**config.mk**
```make
export PLATFORM = sky130hd
export DESIGN_NAME = div_issue_queue_flat
export DESIGN_NICKNAME = d
export VERILOG_FILES = /design/src/rtl/div_issue_queue_if.sv /design/src/rtl/div_issue_queue.sv /design/src/flat_wrapper.sv
export SDC_FILE = /design/constraint.sdc
export NUM_CORES = 1
export LEC_CHECK = 0
export ABC_AREA = 1
export BUFFER_PORTS_ARGS = -buffer_cell sky130_fd_sc_hd__buf_2
export CAP_MARGIN = 15
export CORE_AREA = 2 2 109 111
export CTS_BUF_LIST = sky130_fd_sc_hd__clkbuf_8 sky130_fd_sc_hd__clkbuf_16
export DETAILED_ROUTE_END_ITERATION = 10
export DIE_AREA = 0 0 111 113
export GPL_TIMING_DRIVEN = 1
export PLACE_DENSITY = 0.82
export SYNTH_ARGS = -nofsm -noshare
export SYNTH_HDL_FRONTEND = slang
export SYNTH_SLANG_ARGS = --single-unit
```
**constraint.sdc**
```tcl
create_clock -name clk -period 2.35 [get_ports clk]
set_clock_uncertainty 0.05 [all_clocks]
set_input_delay 0.1175 -clock clk [delete_from_list [all_inputs] [get_ports clk]]
set_output_delay 0.1175 -clock clk [all_outputs]
set_load 0.05 [all_outputs]
```
**src/rtl/div_issue_queue_if.sv**
```systemverilog
// Bundles the request, divider and response channels of the divide issue queue.
// The queue itself uses the slave modport; its environment uses master.
interface div_issue_queue_if #(
    parameter int TAG_W = 2
);
    logic             req_valid;
    logic             req_ready;
    logic             req_sign;
    logic [7:0]       req_dividend;
    logic [7:0]       req_divisor;
    logic [TAG_W-1:0] req_tag;

    logic             div_opn_valid;
    logic             div_sign;
    logic [7:0]       div_dividend;
    logic [7:0]       div_divisor;
    logic             div_res_valid;
    logic [15:0]      div_result;

    logic             rsp_valid;
    logic             rsp_ready;
    logic [7:0]       rsp_quotient;
    logic [7:0]       rsp_remainder;
    logic [TAG_W-1:0] rsp_tag;
    logic [1:0]       rsp_err;

    modport master (
        output req_valid, req_sign, req_dividend, req_divisor, req_tag,
        input  req_ready,
        input  div_opn_valid, div_sign, div_dividend, div_divisor,
        output div_res_valid, div_result,
        input  rsp_valid, rsp_quotient, rsp_remainder, rsp_tag, rsp_err,
        output rsp_ready
    );

    modport slave (
        input  req_valid, req_sign, req_dividend, req_divisor, req_tag,
        output req_ready,
        output div_opn_valid, div_sign, div_dividend, div_divisor,
        input  div_res_valid, div_result,
        output rsp_valid, rsp_quotient, rsp_remainder, rsp_tag, rsp_err,
        input  rsp_ready
    );
endinterface

```
**src/rtl/div_issue_queue.sv**
```systemverilog
// Front-end for the 8-bit divider: queues tagged requests, issues one at a time,
// answers divide-by-zero locally and reports a divider that never responds.
module div_issue_queue #(
    parameter int DEPTH   = 4,
    parameter int TAG_W   = 2,
    parameter int TIMEOUT = 32
) (
    input logic              clk,
    input logic              rst,
    div_issue_queue_if.slave bus
);
    localparam int DATA_W = 8;
    localparam int PTR_W  = $clog2(DEPTH);

    typedef enum logic [1:0] {IDLE, ISSUE, WAIT, RESP} state_t;

    typedef struct packed {
        logic              sign;
        logic [DATA_W-1:0] dividend;
        logic [DATA_W-1:0] divisor;
        logic [TAG_W-1:0]  tag;
    } entry_t;

    state_t            state, state_nxt;
    entry_t            fifo_mem [DEPTH];
    entry_t            head;
    logic [PTR_W-1:0]  wr_ptr, rd_ptr;
    logic [PTR_W:0]    count;
    logic              full, empty, push, pop;
    logic              timeout_hit;
    logic [7:0]        tmo_cnt;

    logic              div_sign_r;
    logic [DATA_W-1:0] div_dividend_r, div_divisor_r;
    logic [DATA_W-1:0] rsp_quotient_r, rsp_remainder_r;
    logic [TAG_W-1:0]  rsp_tag_r;
    logic [1:0]        rsp_err_r;

    assign full        = (count == (PTR_W+1)'(DEPTH));
    assign empty       = (count == '0);
    assign push        = bus.req_valid && !full;
    assign head        = fifo_mem[rd_ptr];
    assign timeout_hit = ((tmo_cnt + 8'd1) == 8'(TIMEOUT));

    assign bus.req_ready     = !full;
    assign bus.div_opn_valid = (state == ISSUE);
    assign bus.div_sign      = div_sign_r;
    assign bus.div_dividend  = div_dividend_r;
    assign bus.div_divisor   = div_divisor_r;
    assign bus.rsp_valid     = (state == RESP);
    assign bus.rsp_quotient  = rsp_quotient_r;
    assign bus.rsp_remainder = rsp_remainder_r;
    assign bus.rsp_tag       = rsp_tag_r;
    assign bus.rsp_err       = rsp_err_r;

    always_comb begin
        state_nxt = state;
        pop       = 1'b0;
        case (state)
            IDLE: begin
                if (!empty) begin
                    pop       = 1'b1;
                    state_nxt = (head.divisor == '0) ? RESP : ISSUE;
                end
            end
            ISSUE: state_nxt = WAIT;
            // A result arriving on the timeout cycle still counts as a result.
            WAIT: begin
                if (bus.div_res_valid || timeout_hit) state_nxt = RESP;
            end
            RESP: begin
                if (bus.rsp_ready) state_nxt = IDLE;
            end
            default: state_nxt = IDLE;
        endcase
    end

    always_ff @(posedge clk) begin
        if (push) fifo_mem[wr_ptr] <= entry_t'({bus.req_sign, bus.req_dividend,
                                                bus.req_divisor, bus.req_tag});
    end

    always_ff @(posedge clk) begin
        if (rst) begin
            state           <= IDLE;
            wr_ptr          <= '0;
            rd_ptr          <= '0;
            count           <= '0;
            tmo_cnt         <= '0;
            div_sign_r      <= 1'b0;
            div_dividend_r  <= '0;
            div_divisor_r   <= '0;
            rsp_quotient_r  <= '0;
            rsp_remainder_r <= '0;
            rsp_tag_r       <= '0;
            rsp_err_r       <= 2'b00;
        end else begin
            state <= state_nxt;
            if (push) wr_ptr <= wr_ptr + 1'b1;
            if (pop)  rd_ptr <= rd_ptr + 1'b1;
            case ({push, pop})
                2'b10:   count <= count + 1'b1;
                2'b01:   count <= count - 1'b1;
                default: count <= count;
            endcase

            if (pop) begin
                div_sign_r     <= head.sign;
                div_dividend_r <= head.dividend;
                div_divisor_r  <= head.divisor;
                rsp_tag_r      <= head.tag;
                if (head.divisor == '0) begin
                    rsp_quotient_r  <= 8'hFF;
                    rsp_remainder_r <= head.dividend;
                    rsp_err_r       <= 2'b01;
                end
            end

            if (state == ISSUE) tmo_cnt <= '0;

            if (state == WAIT) begin
                tmo_cnt <= tmo_cnt + 8'd1;
                if (bus.div_res_valid) begin
                    rsp_quotient_r  <= bus.div_result[15:8];
                    rsp_remainder_r <= bus.div_result[7:0];
                    rsp_err_r       <= 2'b00;
                end else if (timeout_hit) begin
                    rsp_quotient_r  <= '0;
                    rsp_remainder_r <= '0;
                    rsp_err_r       <= 2'b10;
                end
            end
        end
    end
endmodule

```
**src/flat_wrapper.sv**
```systemverilog
// flat-port wrapper written by rule: the top's interface ports become plain ports
module div_issue_queue_flat 
#(
    parameter int DEPTH   = 4,
    parameter int TAG_W   = 2,
    parameter int TIMEOUT = 32
)
  (clk, rst, bus_req_valid, bus_req_sign, bus_req_dividend, bus_req_divisor, bus_req_tag, bus_req_ready, bus_div_opn_valid, bus_div_sign, bus_div_dividend, bus_div_divisor, bus_div_res_valid, bus_div_result, bus_rsp_valid, bus_rsp_quotient, bus_rsp_remainder, bus_rsp_tag, bus_rsp_err, bus_rsp_ready);
  div_issue_queue_if #(.TAG_W(TAG_W)) bus_i ();
  input logic clk;
  input logic rst;
  input wire logic [$bits(bus_i.req_valid)-1:0] bus_req_valid;
  input wire logic [$bits(bus_i.req_sign)-1:0] bus_req_sign;
  input wire logic [$bits(bus_i.req_dividend)-1:0] bus_req_dividend;
  input wire logic [$bits(bus_i.req_divisor)-1:0] bus_req_divisor;
  input wire logic [$bits(bus_i.req_tag)-1:0] bus_req_tag;
  output wire logic [$bits(bus_i.req_ready)-1:0] bus_req_ready;
  output wire logic [$bits(bus_i.div_opn_valid)-1:0] bus_div_opn_valid;
  output wire logic [$bits(bus_i.div_sign)-1:0] bus_div_sign;
  output wire logic [$bits(bus_i.div_dividend)-1:0] bus_div_dividend;
  output wire logic [$bits(bus_i.div_divisor)-1:0] bus_div_divisor;
  input wire logic [$bits(bus_i.div_res_valid)-1:0] bus_div_res_valid;
  input wire logic [$bits(bus_i.div_result)-1:0] bus_div_result;
  output wire logic [$bits(bus_i.rsp_valid)-1:0] bus_rsp_valid;
  output wire logic [$bits(bus_i.rsp_quotient)-1:0] bus_rsp_quotient;
  output wire logic [$bits(bus_i.rsp_remainder)-1:0] bus_rsp_remainder;
  output wire logic [$bits(bus_i.rsp_tag)-1:0] bus_rsp_tag;
  output wire logic [$bits(bus_i.rsp_err)-1:0] bus_rsp_err;
  input wire logic [$bits(bus_i.rsp_ready)-1:0] bus_rsp_ready;
  assign bus_i.req_valid = bus_req_valid;
  assign bus_i.req_sign = bus_req_sign;
  assign bus_i.req_dividend = bus_req_dividend;
  assign bus_i.req_divisor = bus_req_divisor;
  assign bus_i.req_tag = bus_req_tag;
  assign bus_req_ready = bus_i.req_ready;
  assign bus_div_opn_valid = bus_i.div_opn_valid;
  assign bus_div_sign = bus_i.div_sign;
  assign bus_div_dividend = bus_i.div_dividend;
  assign bus_div_divisor = bus_i.div_divisor;
  assign bus_i.div_res_valid = bus_div_res_valid;
  assign bus_i.div_result = bus_div_result;
  assign bus_rsp_valid = bus_i.rsp_valid;
  assign bus_rsp_quotient = bus_i.rsp_quotient;
  assign bus_rsp_remainder = bus_i.rsp_remainder;
  assign bus_rsp_tag = bus_i.rsp_tag;
  assign bus_rsp_err = bus_i.rsp_err;
  assign bus_i.rsp_ready = bus_rsp_ready;
  div_issue_queue #(.DEPTH(DEPTH), .TAG_W(TAG_W), .TIMEOUT(TIMEOUT)) u_core (.clk(clk), .rst(rst), .bus(bus_i));
endmodule
```
==> reports/qor.csv <==
stage,metric,value,unit
flow_run,Max Cap Viol,0,
yosys,compound-gate portion of the synthesized area,7.99,%
power,Worst IR Drop VDD,0.000570,V
yosys,post-synth top area share,41.1,%
clocking,CTS tree,yes,
cells_and_area,Final #Nets,754,
global_routing,vias in the first global route,4557,
place,placed cells,797,
clocking,"Reg clk slew, reported paths",0.06,ns
drt,drt pass-1 iters,5,
yosys,syn_nets,640,
die,core area,11300,um^2
die,# IOs,80,
sta,final hold violations,0,
die,Die Area,12500,um^2
clocking,Post CTS Setup Buffer Count,0,
yosys,"count leader, synth",nand2_1,
clocking,Clock Path Buffers,2,
sta,fmax,480,MHz
power,Leakage,2.98,nW
yosys,synthesized flop and latch total,132,
yosys,main combinational cell family by area after synthesis,simple AND/OR/NAND/NOR gates,
power,pwr dens,1210,nW/um^2
cells_and_area,# diodes,0,
drt,DRT Wirelength,13200,um
place,routability cong.,0.888,
yosys,yosys warns,0,
yosys,largest cells by area after synthesis,"edfxtp_1 41%, dfxtp_1 20%, nand2_1 10%, nand3_1 4.7%, a21oi_1 3.9%",
global_routing,largest net degree at the start of global routing,52,
yosys,syn_area_per_cell,9.47,um^2
global_routing,"Remaining Overflow, GRT",0,
cells_and_area,Area Growth Syn to Fin,24.7,%
yosys,Syn Std Cell Area,5560,um^2
yosys,XOR/XNOR share of the synthesized area,0.158,%
hold_path,hold path start,bus_div_result[0],
yosys,largest area contributor in the netlist,edfxtp_1,
critical_path,CP Capture Type,flop,
die,Die Wd,111,um
sta,Worst-Margin Slew,0.707,ns
critical_path,crit-path max FO,18,
clocking,worst-skew pair later-pin latency,0.41,ns
sta,RSZ-0062 raised after global routing,false,
critical_path,WP data arrival,2.33,ns
sta,Max-slew headroom,52.8,%
sta,Pins Over Slew Limit,0,
sta,fin crit period,2.08,ns
yosys,Synth cell types,31,
yosys,Synth Area in Simple Gates,21.7,%
drt,wire per inst,15.4,um
clocking,H-Tree Depth,4,
cells_and_area,Non-Filler Instances,857,
place,DP Wirelength,8360,um
place,placed cell area,6100,um^2
global_routing,GRT Resource Usage Total,21.8,%
drt,post-route ant nets,0,
yosys,top_reg_cell synth,edfxtp_1,
global_routing,initial antenna violation count,0,
yosys,Synth Area in Adders,3.06,%
yosys,Post-synth top cells,"149 x nand2_1, 76 x edfxtp_1, 56 x dfxtp_1",
clocking,CTS sink count,132,
die,Die Ht,113,um
yosys,number of synthesized flops with an enable pin,76,
hold_path,Worst Hold Class,primary input to flop,
die,Initial Utilization,49.3,%
yosys,Cells after Synth,587,
clocking,Root Driver,clkbuf_16,
clocking,CTS buffer count,17,
drt,initial DRC count,391,
outcome,run status,"finished, final reports clean",
sta,Tcrit/Tclk final,88.6,%
cells_and_area,layout cells sized above 1,18.6,%
critical_path,critical path type,flop to flop,
yosys,register area share after synthesis,61.2,%
drt,DR vias/cell,5.28,
global_routing,global-route wire length before repair,21700,um
sta,setup TNS,0,ns
critical_path,Critical Path RT,2.59,ns
critical_path,startpoint types,flop,
sta,final setup vio count,0,
drt,via count,4526,
drt,DRC errors left,0,
cells_and_area,cell area after layout,6930,um^2
place,IO Port Bufs,79,
yosys,mux share of post-synthesis cell area,0,%
yosys,ys async rst share,0,%
die,Cell Rows,39,
## metal layers
| metal | global-route usage [%] | vias up | wire length, um |
|---|---|---|---|
| li1 | - | 2186 | - |
| met1 | 26.2 | 2101 | 5400 |
| met2 | 37.5 | 209 | 6560 |
| met3 | 5.73 | 30 | 924 |
| met4 | 9.33 | 0 | 306 |
| met5 | 0 | - | 0 |
## cell families (layout without fill, tap and decap cells)
family | after synthesis | in the layout
flip-flops | 132 | 132
XOR/XNOR | 1 | 1
adder cells (fa/ha/maj) | 13 | 13
AO/OA/AOI/OAI | 85 | 85
AND/OR/NAND/NOR | 276 | 276
buffers and inverters | 80 | 207
## power breakdown
group	internal [mW]	total [mW]	switching (mW)
Combinational	0.720	2.89	2.17
Clock	1.44	2.43	0.989
Sequential	2.87	3.09	0.220
## worst max-delay path, stage by stage, from the launching register on
cell and delay, ns:
dfxtp_1 0.68, inv_2 0.20, nand3_1 0.15, nand2_1 0.09
nand2_1 0.16, nor2_8 0.07, nand3_4 0.21, nand2_1 0.08
nand2_1 0.07, nor2_1 0.04, nor2_1 0.10, nor2_1 0.05
## layout make-up
type	instances	area, um^2
sequential	132	3400
tap	143	179
clock buffer	17	425
fill	882	4340
inverter	57	216
clock inverter	15	119
timing repair buffer	118	758
multi-input combinational	375	1830
## timing repair
| action | CTS | global route |
|---|---|---|
| hold endpoints to repair | 85 | 0 |
| hold buffers | 28 | 0 |
| endpoints found under the setup margin | 0 | 8 |
| resized for setup | 0 | 2 |
## cells in the final DEF (no fill, tap or decap), types with 3 or more instances in the layout
master         instances
nand2_1              149
buf_2                 79
edfxtp_1              76
dfxtp_1               56
nor2_1                55
inv_1                 54
nand3_1               52
a21oi_1               43
o21ai_0               34
dlygate4sd3_1         28
clkbuf_16             17
ha_1                  12
buf_4                 11
nand4_1               10
clkinv_2               5
clkinvlp_4             4
a31oi_1                3
nand2_2                3
## worst paths after layout
check	cells after the start	endpoint	slack, ns
hold / removal	5	u_core.bus.rsp_remainder[0]	0.02
setup / recovery	11	u_core.bus.rsp_remainder[4]	0.27
hold reg to reg	2	u_core.bus.rsp_err[0]	0.42
setup reg to reg	11	u_core.bus.rsp_remainder[4]	0.27
## state kept, by name, summed over array words and instances, names as in the netlist, named ones only
name,count
u_core.bus.div_divisor,8
u_core.fifo_mem,76
u_core.wr_ptr,2
u_core.bus.rsp_remainder,8
u_core.bus.div_dividend,8
u_core.bus.rsp_tag,2
u_core.state,2
u_core.bus.rsp_err,2
u_core.rd_ptr,2
u_core.count,3
u_core.bus.div_sign,1
u_core.tmo_cnt,8
u_core.bus.rsp_quotient,8
## per-stage QoR
stage	utilization (%)	hold slack, ns	power [mW]	setup WS, ns
6_report	61.5	0.0154	8.40	0.267
5_1_grt	61.5	0.0393	8.83	0.0425
4_1_cts	61.5	0.00168	8.40	0.199
3_5_place_dp	54.1	0.285	5.90	0.270
3_3_place_gp	54.1	0.275	5.82	0.366
2_1_floorplan	-	0.166	5.22	-0.0592
Note: power is estimated with default switching activity, not from simulation.
